--- src/rtl/ga_pkg.sv ---
// rtl/ga_pkg.sv - shared types and default constants for the GA coordinate receiver
package ga_pkg;

  typedef enum logic [2:0] {
    IDLE,
    START,
    DATA,
    PARITY,
    STOP
  } rx_state_t;

  typedef enum logic {
    SLOT_X,
    SLOT_Y
  } pair_slot_t;

  localparam int GA_SIZE      = 8;
  localparam int GA_MAX_COORD = 180;

endpackage

--- src/rtl/ga_bit_sync.sv ---
// rtl/ga_bit_sync.sv - two-flop synchronizer (resets to 1) with falling-edge pulse
module ga_bit_sync (
  input  logic i_clk,
  input  logic i_reset,
  input  logic i_din,
  output logic o_sync,
  output logic o_fall
);

  logic       r_meta;
  logic       r_sync;
  logic [1:0] r_fill;
  logic       r_prev_hi;

  // r_prev_hi only trusts samples taken after reset, so a line held low
  // through reset never looks like a fresh start edge.
  always_ff @(posedge i_clk) begin
    if (i_reset) begin
      r_meta    <= 1'b1;
      r_sync    <= 1'b1;
      r_fill    <= 2'b00;
      r_prev_hi <= 1'b0;
    end else begin
      r_meta    <= i_din;
      r_sync    <= r_meta;
      r_fill    <= {r_fill[0], 1'b1};
      r_prev_hi <= r_fill[1] & r_sync;
    end
  end

  assign o_sync = r_sync;
  assign o_fall = r_prev_hi & ~r_sync;

endmodule

--- src/rtl/ga_coord_deserializer.sv ---
// rtl/ga_coord_deserializer.sv - serial frame receiver pairing bytes into (X, Y) coordinates
// Optional even-parity bit per frame when GA_RX_PARITY_EN is defined.
module ga_coord_deserializer
  import ga_pkg::*;
#(
  parameter int SIZE      = GA_SIZE,
  parameter int BIT_CLKS  = 16,
  parameter int MAX_COORD = GA_MAX_COORD
) (
  input  logic            CLK,
  input  logic            RESET,
  input  logic            DIN,
  output logic [SIZE-1:0] X_OUT,
  output logic [SIZE-1:0] Y_OUT,
  output logic            OUT_VALID,
  input  logic            OUT_READY,
  output logic            FRAME_ERR,
  output logic            RANGE_ERR,
  output logic            OVERRUN,
  input  logic            ERR_CLR
);

  localparam int BCW = (BIT_CLKS > 2) ? $clog2(BIT_CLKS) : 1;
  localparam int DCW = (SIZE > 1) ? $clog2(SIZE) : 1;
  localparam logic [BCW-1:0]  C_BIT_LAST  = BCW'(BIT_CLKS - 1);
  localparam logic [BCW-1:0]  C_BIT_HALF  = BCW'(BIT_CLKS / 2);
  localparam logic [DCW-1:0]  C_DATA_LAST = DCW'(SIZE - 1);
  localparam logic [SIZE-1:0] C_MAX       = SIZE'(MAX_COORD);

  logic            w_sync;
  logic            w_fall;
  logic            w_mid;
  logic            w_par_bad;
  rx_state_t       r_state;
  rx_state_t       w_state_nxt;
  logic            w_load_cnt;
  logic            w_shift_en;
  logic            w_frame_bad;
  logic            w_byte_done;
  logic            w_range_bad;
  logic            w_accept;
  logic            w_pair;
  logic            w_load;
  logic            w_over;

  logic [BCW-1:0]  r_bit_cnt;
  logic [DCW-1:0]  r_data_cnt;
  logic [SIZE-1:0] r_shift;
  logic [SIZE-1:0] r_x_tmp;
  pair_slot_t      r_slot;
  logic [SIZE-1:0] r_x_out;
  logic [SIZE-1:0] r_y_out;
  logic            r_valid;
  logic            r_frame_err;
  logic            r_range_err;
  logic            r_overrun;

  ga_bit_sync u_sync (
    .i_clk   (CLK),
    .i_reset (RESET),
    .i_din   (DIN),
    .o_sync  (w_sync),
    .o_fall  (w_fall)
  );

  assign w_mid = (r_bit_cnt == C_BIT_LAST);

`ifdef GA_RX_PARITY_EN
  logic r_par_bad;

  always_ff @(posedge CLK) begin
    if (RESET) begin
      r_par_bad <= 1'b0;
    end else if (r_state == PARITY && w_mid) begin
      r_par_bad <= w_sync ^ (^r_shift);
    end
  end

  assign w_par_bad = r_par_bad;
`else
  assign w_par_bad = 1'b0;
`endif

  always_ff @(posedge CLK) begin
    if (RESET) r_state <= IDLE;
    else       r_state <= w_state_nxt;
  end

  always_comb begin
    w_state_nxt = r_state;
    w_load_cnt  = 1'b0;
    w_shift_en  = 1'b0;
    w_frame_bad = 1'b0;
    w_byte_done = 1'b0;
    case (r_state)
      IDLE: begin
        if (w_fall) begin
          w_state_nxt = START;
          w_load_cnt  = 1'b1;
        end
      end
      START: begin
        if (w_mid) w_state_nxt = w_sync ? IDLE : DATA;
      end
      DATA: begin
        if (w_mid) begin
          w_shift_en = 1'b1;
`ifdef GA_RX_PARITY_EN
          if (r_data_cnt == C_DATA_LAST) w_state_nxt = PARITY;
`else
          if (r_data_cnt == C_DATA_LAST) w_state_nxt = STOP;
`endif
        end
      end
`ifdef GA_RX_PARITY_EN
      PARITY: begin
        if (w_mid) w_state_nxt = STOP;
      end
`endif
      STOP: begin
        // Returning to IDLE at mid-stop lets a start edge in the back half be caught.
        if (w_mid) begin
          w_state_nxt = IDLE;
          if (!w_sync || w_par_bad) w_frame_bad = 1'b1;
          else                      w_byte_done = 1'b1;
        end
      end
      default: w_state_nxt = IDLE;
    endcase
  end

  assign w_range_bad = (r_shift > C_MAX);
  assign w_accept    = w_byte_done & ~w_range_bad;
  assign w_pair      = w_accept & (r_slot == SLOT_Y);
  assign w_load      = w_pair & (~r_valid | OUT_READY);
  assign w_over      = w_pair & ~w_load;

  always_ff @(posedge CLK) begin
    if (RESET) begin
      r_bit_cnt   <= '0;
      r_data_cnt  <= '0;
      r_shift     <= '0;
      r_x_tmp     <= '0;
      r_slot      <= SLOT_X;
      r_x_out     <= '0;
      r_y_out     <= '0;
      r_valid     <= 1'b0;
      r_frame_err <= 1'b0;
      r_range_err <= 1'b0;
      r_overrun   <= 1'b0;
    end else begin
      if (w_load_cnt)             r_bit_cnt <= C_BIT_HALF;
      else if (r_state != IDLE)   r_bit_cnt <= w_mid ? '0 : r_bit_cnt + 1'b1;

      if (w_load_cnt)      r_data_cnt <= '0;
      else if (w_shift_en) r_data_cnt <= (r_data_cnt == C_DATA_LAST) ? '0 : r_data_cnt + 1'b1;

      if (w_shift_en) r_shift <= {w_sync, r_shift[SIZE-1:1]};

      if (w_frame_bad || (w_byte_done && w_range_bad)) begin
        r_slot <= SLOT_X;
      end else if (w_accept) begin
        if (r_slot == SLOT_X) begin
          r_x_tmp <= r_shift;
          r_slot  <= SLOT_Y;
        end else begin
          r_slot  <= SLOT_X;
        end
      end

      if (w_load) begin
        r_x_out <= r_x_tmp;
        r_y_out <= r_shift;
        r_valid <= 1'b1;
      end else if (r_valid && OUT_READY) begin
        r_valid <= 1'b0;
      end

      r_frame_err <= w_frame_bad;
      r_range_err <= w_byte_done & w_range_bad;

      if (w_over)       r_overrun <= 1'b1;
      else if (ERR_CLR) r_overrun <= 1'b0;
    end
  end

  assign X_OUT     = r_x_out;
  assign Y_OUT     = r_y_out;
  assign OUT_VALID = r_valid;
  assign FRAME_ERR = r_frame_err;
  assign RANGE_ERR = r_range_err;
  assign OVERRUN   = r_overrun;

endmodule
--- config.mk ---
export PLATFORM = sky130hd
export DESIGN_NAME = ga_coord_deserializer
export DESIGN_NICKNAME = d
export VERILOG_FILES = /design/src/rtl/ga_pkg.sv /design/src/rtl/ga_bit_sync.sv /design/src/rtl/ga_coord_deserializer.sv
export SDC_FILE = /design/constraint.sdc
export NUM_CORES = 1
export LEC_CHECK = 0
export CORE_MARGIN = 8
export CORE_UTILIZATION = 54
export CTS_BUF_LIST = sky130_fd_sc_hd__clkbuf_16
export CTS_CLUSTER_DIAMETER = 120
export CTS_CLUSTER_SIZE = 10
export DETAILED_ROUTE_END_ITERATION = 6
export PLACE_DENSITY_LB_ADDON = 0.25
export RECOVER_POWER = 25
export SETUP_SLACK_MARGIN = 0.4
export SYNTH_ARGS = -nofsm -noshare
export SYNTH_HDL_FRONTEND = slang
export SYNTH_SLANG_ARGS = --single-unit
--- constraint.sdc ---
create_clock -name CLK -period 2.17 [get_ports CLK]
set_input_delay 0.3255 -clock CLK [delete_from_list [all_inputs] [get_ports CLK]]
set_output_delay 0.3255 -clock CLK [all_outputs]
set_load 0.02 [all_outputs]
* Word level (Yosys, flattened, before mapping)
Index checks and enable logic that the tools add are counted. Widths: inputs -> output; s select.
Storage, ports and cells: bits in registers 52, input port bits 5, output and inout port bits 20, logic and storage cells 84
Cells by class: $add $sub $neg 2, order comparisons 1, equal/unequal tests 10, multiplexer cells 27, bitwise gates (word level) 14, reductions and logical operators 12
Operators with widths (number):
- $mux 3 | 6
- $mux 1 | 16
- $mux 4 | 3
- $pmux 3 s4 | 1
- $gt 8x8->1 const B | 1
- $ne 2x2->1 const B | 4
- $and 1x1->1 | 7
- $eq 3x3->1 const B | 2
- $not 1->1 | 6
- $reduce_bool 2->1 | 3
- $reduce_and 5->1 | 1
- $add 4x1->4 const B | 1
- $eq 4x4->1 const B | 1
- $reduce_or 2->1 | 2
- $add 3x1->3 const B | 1
- $eq 3x1->1 const B | 1
- $eq 3x2->1 const B | 1
- $logic_not 3->1 | 1
- $reduce_and 3->1 | 1
- $reduce_bool 3->1 | 1
- $logic_and 1x1->1 | 2
- $mux 2 | 1
- $ne 2x1->1 const B | 1
- $logic_or 1x1->1 | 1
- $or 1x1->1 | 1

* Depth between registers and ports, before layout
depth after elaboration 9, mapped depth 6, mapped depth without buffers 5

* Cells and area by module
Synthesis repeated with hierarchy kept, for this count alone.
Unflattened totals: cells, all modules 205, area total of the unflattened synthesis 2123.3 um2
Modules (own cells, without submodules):
- ga_coord_deserializer | times used 1, cells each 194, area an instance 1985.7 um2, sequential area each 940.9 um2
- ga_bit_sync | times used 1, cells each 11, area an instance 137.6 um2, sequential area each 100.1 um2

* Worst setup path before layout
Ideal clock, no wire load.
path type flip-flop to flip-flop, start point reg r_bit_cnt[0], end point reg r_x_out[0] (netlist: X_OUT[0]), setup time 0.120 ns, arrival 1.704 ns, data required time 2.050 ns, setup slack 0.346 ns, stages on the path, launching flop included 7, path buffers 1, period minus slack after synthesis 1.824 ns, path through dfxtp_1 > ha_1 > nand3_1 > nor4b_4 > o2111ai_4 > buf_6 > mux2i_1
Between the ends: cells in the longest elaborated chain, start to end 6
RTL lines:
- from (decl) | line ga_coord_deserializer.sv:46 | logic [BCW-1:0] r_bit_cnt;
- from (signal assigned) | line ga_coord_deserializer.sv:153 | else if (r_state != IDLE) r_bit_cnt <= w_mid ? '0 : r_bit_cnt + 1'b1;
- $eq 4x4->1 | line ga_coord_deserializer.sv:66 | assign w_mid = (r_bit_cnt == C_BIT_LAST);
- $mux 1 | line ga_coord_deserializer.sv:122 | if (w_mid) begin
- $mux 1 | line ga_coord_deserializer.sv:95 | case (r_state)
- $and 1x1->1 | line ga_coord_deserializer.sv:133 | assign w_accept = w_byte_done & ~w_range_bad;
- $and 1x1->1 | line ga_coord_deserializer.sv:134 | assign w_pair = w_accept & (r_slot == SLOT_Y);
- $and 1x1->1 | line ga_coord_deserializer.sv:135 | assign w_load = w_pair & (~r_valid | OUT_READY);
- to (signal assigned) | line ga_coord_deserializer.sv:172 | r_x_out <= r_x_tmp;
- to (decl) | line ga_coord_deserializer.sv:51 | logic [SIZE-1:0] r_x_out;
No other way between the ends. A chain may end at the register's enable or synchronous reset.

* Worst setup path after layout
start point reg r_shift[0], end point reg r_y_out[3] (netlist: Y_OUT[3])
Between the ends: cells in the longest elaborated chain, start to end 5
RTL lines:
- from (decl) | line ga_coord_deserializer.sv:48 | logic [SIZE-1:0] r_shift;
- from (signal assigned) | line ga_coord_deserializer.sv:158 | if (w_shift_en) r_shift <= {w_sync, r_shift[SIZE-1:1]};
- $gt 8x8->1 | line ga_coord_deserializer.sv:132 | assign w_range_bad = (r_shift > C_MAX);
- $not 1->1 | line ga_coord_deserializer.sv:133
- $and 1x1->1 | line ga_coord_deserializer.sv:133
- $and 1x1->1 | line ga_coord_deserializer.sv:134
- $and 1x1->1 | line ga_coord_deserializer.sv:135
- to (signal assigned) | line ga_coord_deserializer.sv:173 | r_y_out <= r_shift;
- to (decl) | line ga_coord_deserializer.sv:52 | logic [SIZE-1:0] r_y_out;
No other way between the ends.

==> parameters.txt <==
Parameter                              Value

Logic synthesis
  Gate count of the mapped netlist    201
  Combined area of all synthesized cells    approximately 2000 sq um
  Primary FF master, synth    sky130_fd_sc_hd__dfxtp_1
  Share of synthesized area occupied by flip-flops and latches    51.1%
  Asr flop ratio synth    0%
  Synthesized area per cell    10.1 sq um
  Synth warnings    0
  Count of distinct cell types in the synthesized netlist    35
  Count of state elements after synthesis    52
  Number of enable-type register cells in the synthesized netlist    0
  Net count after synthesis    ~210

Worst hold path
  Worst min-delay path class    flop to flop

Floorplanning
  Die W    77.4 microns
  Area of the die    roughly 6000 sq um
  Core Region    3630 sq um
  Initial Util    56.1%
  Top-level port count    25
  Overall die height    77.4 microns
  Std cell rows    22

Timing
  Final Max Tran Viols    0
  Achievable clock frequency    576 MHz
  Hold violation total from the final report    0
  Worst-case headroom to the max-slew limit    41.4%
  Worst Slack Setup Final    433 ps
  Sum of negative setup slack    0 ps
  Final-report setup violation count    0
  Post-route clock period utilization    around four fifths
  Actual slew at the worst max-slew pin    slightly below 900 ps
  RSZ-0062 raised after global routing    yes
  Skew final    roughly 4.3 ps
  Worst Hold Slack    roughly 420 ps
  Minimum clock period after layout    1740 ps

Route
  Vias per cell    5.44
  Highest metal layer with signal wires    met4
  Number of detailed-route iterations in the first pass    4
  Number of DRC violations after detailed routing    0
  Via count of the routed design    between 1500 and 2000
  Post-detailed-route count of antenna-violating nets    0
  Met3 wirelength from detailed routing    roughly 240 microns
  Detailed-route wire length on metal 1    approximately 2 mm
  Avg WL per Cell    15.7 microns
  DR WL met2    2.14 mm
  Wire length reported by the detailed router    about 4.5 mm
  Iteration-0 DRC Markers    74

GRT
  Initial antenna violation count    0
  Gr ovfl total    0
  Wire length of the first global-routing pass    7.10 mm
  Number of global-route vias before repair    1511
  Pin count of the biggest net entering global routing    37
  Overall routing resource usage    between 10% and 20%

Setup path
  Arrival time of data at the critical path endpoint    1910 ps
  Slowest stage delay, CP    420 ps
  Req. time, crit path    between 2000 and 2500 ps
  Crit-path cells    or3b_4, nor4_4, buf_4, o2111ai_4, buf_12, mux2i_2
  Kind of launch point of the worst setup path    flop
  Critical path endpoint category    flop
  Slowest cell on crit path    sky130_fd_sc_hd__or3b_4
  Worst Path Buf+Inv    2
  Setup Crit Path Kind    flop to flop
  Largest fanout on the critical path    8
  Category of cells accounting for the largest share of critical-path delay    simple AND/OR/NAND/NOR gates

Pwr
  Total leakage power    1.07 nW
  Power density of the placed cells    approximately 650 nW/um^2
  Total power    1.72 mW
  Worst-case vdd ir drop    616 uV

Place
  Worst slack at placement    around 130 ps
  Final GP Congestion    0.729
  Post-detail-place hpwl    approximately 2.8 mm
  Number of input and output port buffers inserted    24

Cells and area
  Share of final-layout standard cells stronger than drive strength 1    15.0%
  Number of nets at the end of the flow    248
  Antenna cell count    0
  Area growth syn-to-layout    29.7%

Job
  Max-cap check violation count    0

Status
  Run status    finished, final reports clean

Clocking
  H-tree depth reported by CTS    2
  Clock slew at reported path FFs    60 ps
  Num CTS Buffers    5
  Clock tree from TritonCTS    built
  Clock network latency to the later pin of the worst-skew pair    290 ps
  TritonCTS Sinks    52
  Clk Tree Root Cell    sky130_fd_sc_hd__clkbuf_16
  Buffer levels on the longest clock path    2
  Number of buffers added to fix hold violations after cts    0
-- where the power goes --
part           switching (mW)  internal (mW)  total (mW)
combinational          0.0203         0.0110      0.0312
sequential            0.00405          0.957       0.961
clock                   0.318          0.414       0.732
total                   0.342           1.38        1.72
-- through the flow --
step,cell area [sq um],util (%),instances
3_3_place_gp,2330,64.1,268
3_5_place_dp,2330,64.1,268
4_1_cts,2590,71.2,283
2_1_floorplan,2040,-,201
6_report,2640,72.7,288
5_1_grt,2640,72.7,288
-- logic make-up after synthesis --
group           count (synthesis)  synth area share, %
buf+inv                        10                 2.33
simple gates                   83                 20.6
compound gates                 17                 6.45
flops                          52                 51.1
mux                            35                 17.2
xor+xnor                        1                0.430
fa+ha+maj                       3                 1.84
-- timing repair --
item,CTS,global route
cloned,1,1
hold endpoints to repair,0,0
setup endpoints to repair,33,29
gates resized for setup,9,7
buffers inserted,7,4
pin swaps,3,4
-- per-layer routing --
layer,vias to the layer above,global-route usage (%)
li1,773,-
met1,739,17.1
met2,43,23.2
met3,11,5.30
met4,0,6.60
met5,-,0
-- path summary, 6_finish.rpt --
kind	startpoint	end	slack [ps]	cells past startpoint
max	r_shift[0]	Y_OUT[3]	430	6
min	u_sync.r_meta	u_sync.o_sync	420	1
max reg2reg	r_shift[0]	Y_OUT[3]	430	6
min reg2reg	u_sync.r_meta	u_sync.o_sync	420	1
-- cell usage after synthesis, types with 2 or more instances --
cell                       count  area (sq um)
sky130_fd_sc_hd__nor2b_1       2          12.5
sky130_fd_sc_hd__nor3_1        6          30.0
sky130_fd_sc_hd__and3_1        2          12.5
sky130_fd_sc_hd__o211a_1       2          20.0
sky130_fd_sc_hd__or2_1         2          12.5
sky130_fd_sc_hd__dfxtp_1      52          1040
sky130_fd_sc_hd__nor2_1       17          63.8
sky130_fd_sc_hd__nand3_1       2          10.0
sky130_fd_sc_hd__nand2_1      35           131
sky130_fd_sc_hd__nand2b_1      6          37.5
sky130_fd_sc_hd__clkbuf_1      5          18.8
sky130_fd_sc_hd__a31oi_1       3          18.8
sky130_fd_sc_hd__ha_1          3          37.5
sky130_fd_sc_hd__nand3b_1      2          15.0
sky130_fd_sc_hd__mux2i_1      35           350
sky130_fd_sc_hd__a21oi_1       6          30.0
sky130_fd_sc_hd__or3_1         2          12.5
sky130_fd_sc_hd__buf_2         2          10.0
-- sequential cells by signal (all words and copies together), names as in the netlist, 2 cells and up --
name / count
Y_OUT: 8
u_sync.r_fill: 2
r_state: 3
r_data_cnt: 3
r_bit_cnt: 4
r_x_tmp: 8
r_shift: 8
X_OUT: 8
-- cell type report --
type / count / area, sq um
Sequential cell: 52 / 1050
Multi-Input combinational cell: 139 / 996
Fill cell: 275 / 992
Timing Repair Buffer: 40 / 393
Clock buffer: 5 / 125
Tap cell: 48 / 60.1
Clock inverter: 2 / 8.76
Inverter: 2 / 7.51
-- layout by cell type (no fill, tap or decap), types with 3 or more instances in the layout --
| cell | count |
|---|---|
| sky130_fd_sc_hd__buf_4 | 11 |
| sky130_fd_sc_hd__nand2_1 | 35 |
| sky130_fd_sc_hd__dfxtp_1 | 48 |
| sky130_fd_sc_hd__nor2_1 | 17 |
| sky130_fd_sc_hd__a21oi_1 | 6 |
| sky130_fd_sc_hd__mux2i_1 | 34 |
| sky130_fd_sc_hd__a31oi_1 | 3 |
| sky130_fd_sc_hd__nor3_1 | 5 |
| sky130_fd_sc_hd__dlygate4sd3_1 | 9 |
| sky130_fd_sc_hd__clkdlybuf4s50_1 | 15 |
| sky130_fd_sc_hd__nand2b_1 | 6 |
| sky130_fd_sc_hd__clkbuf_16 | 5 |
Power figures use the tool's default switching activity.
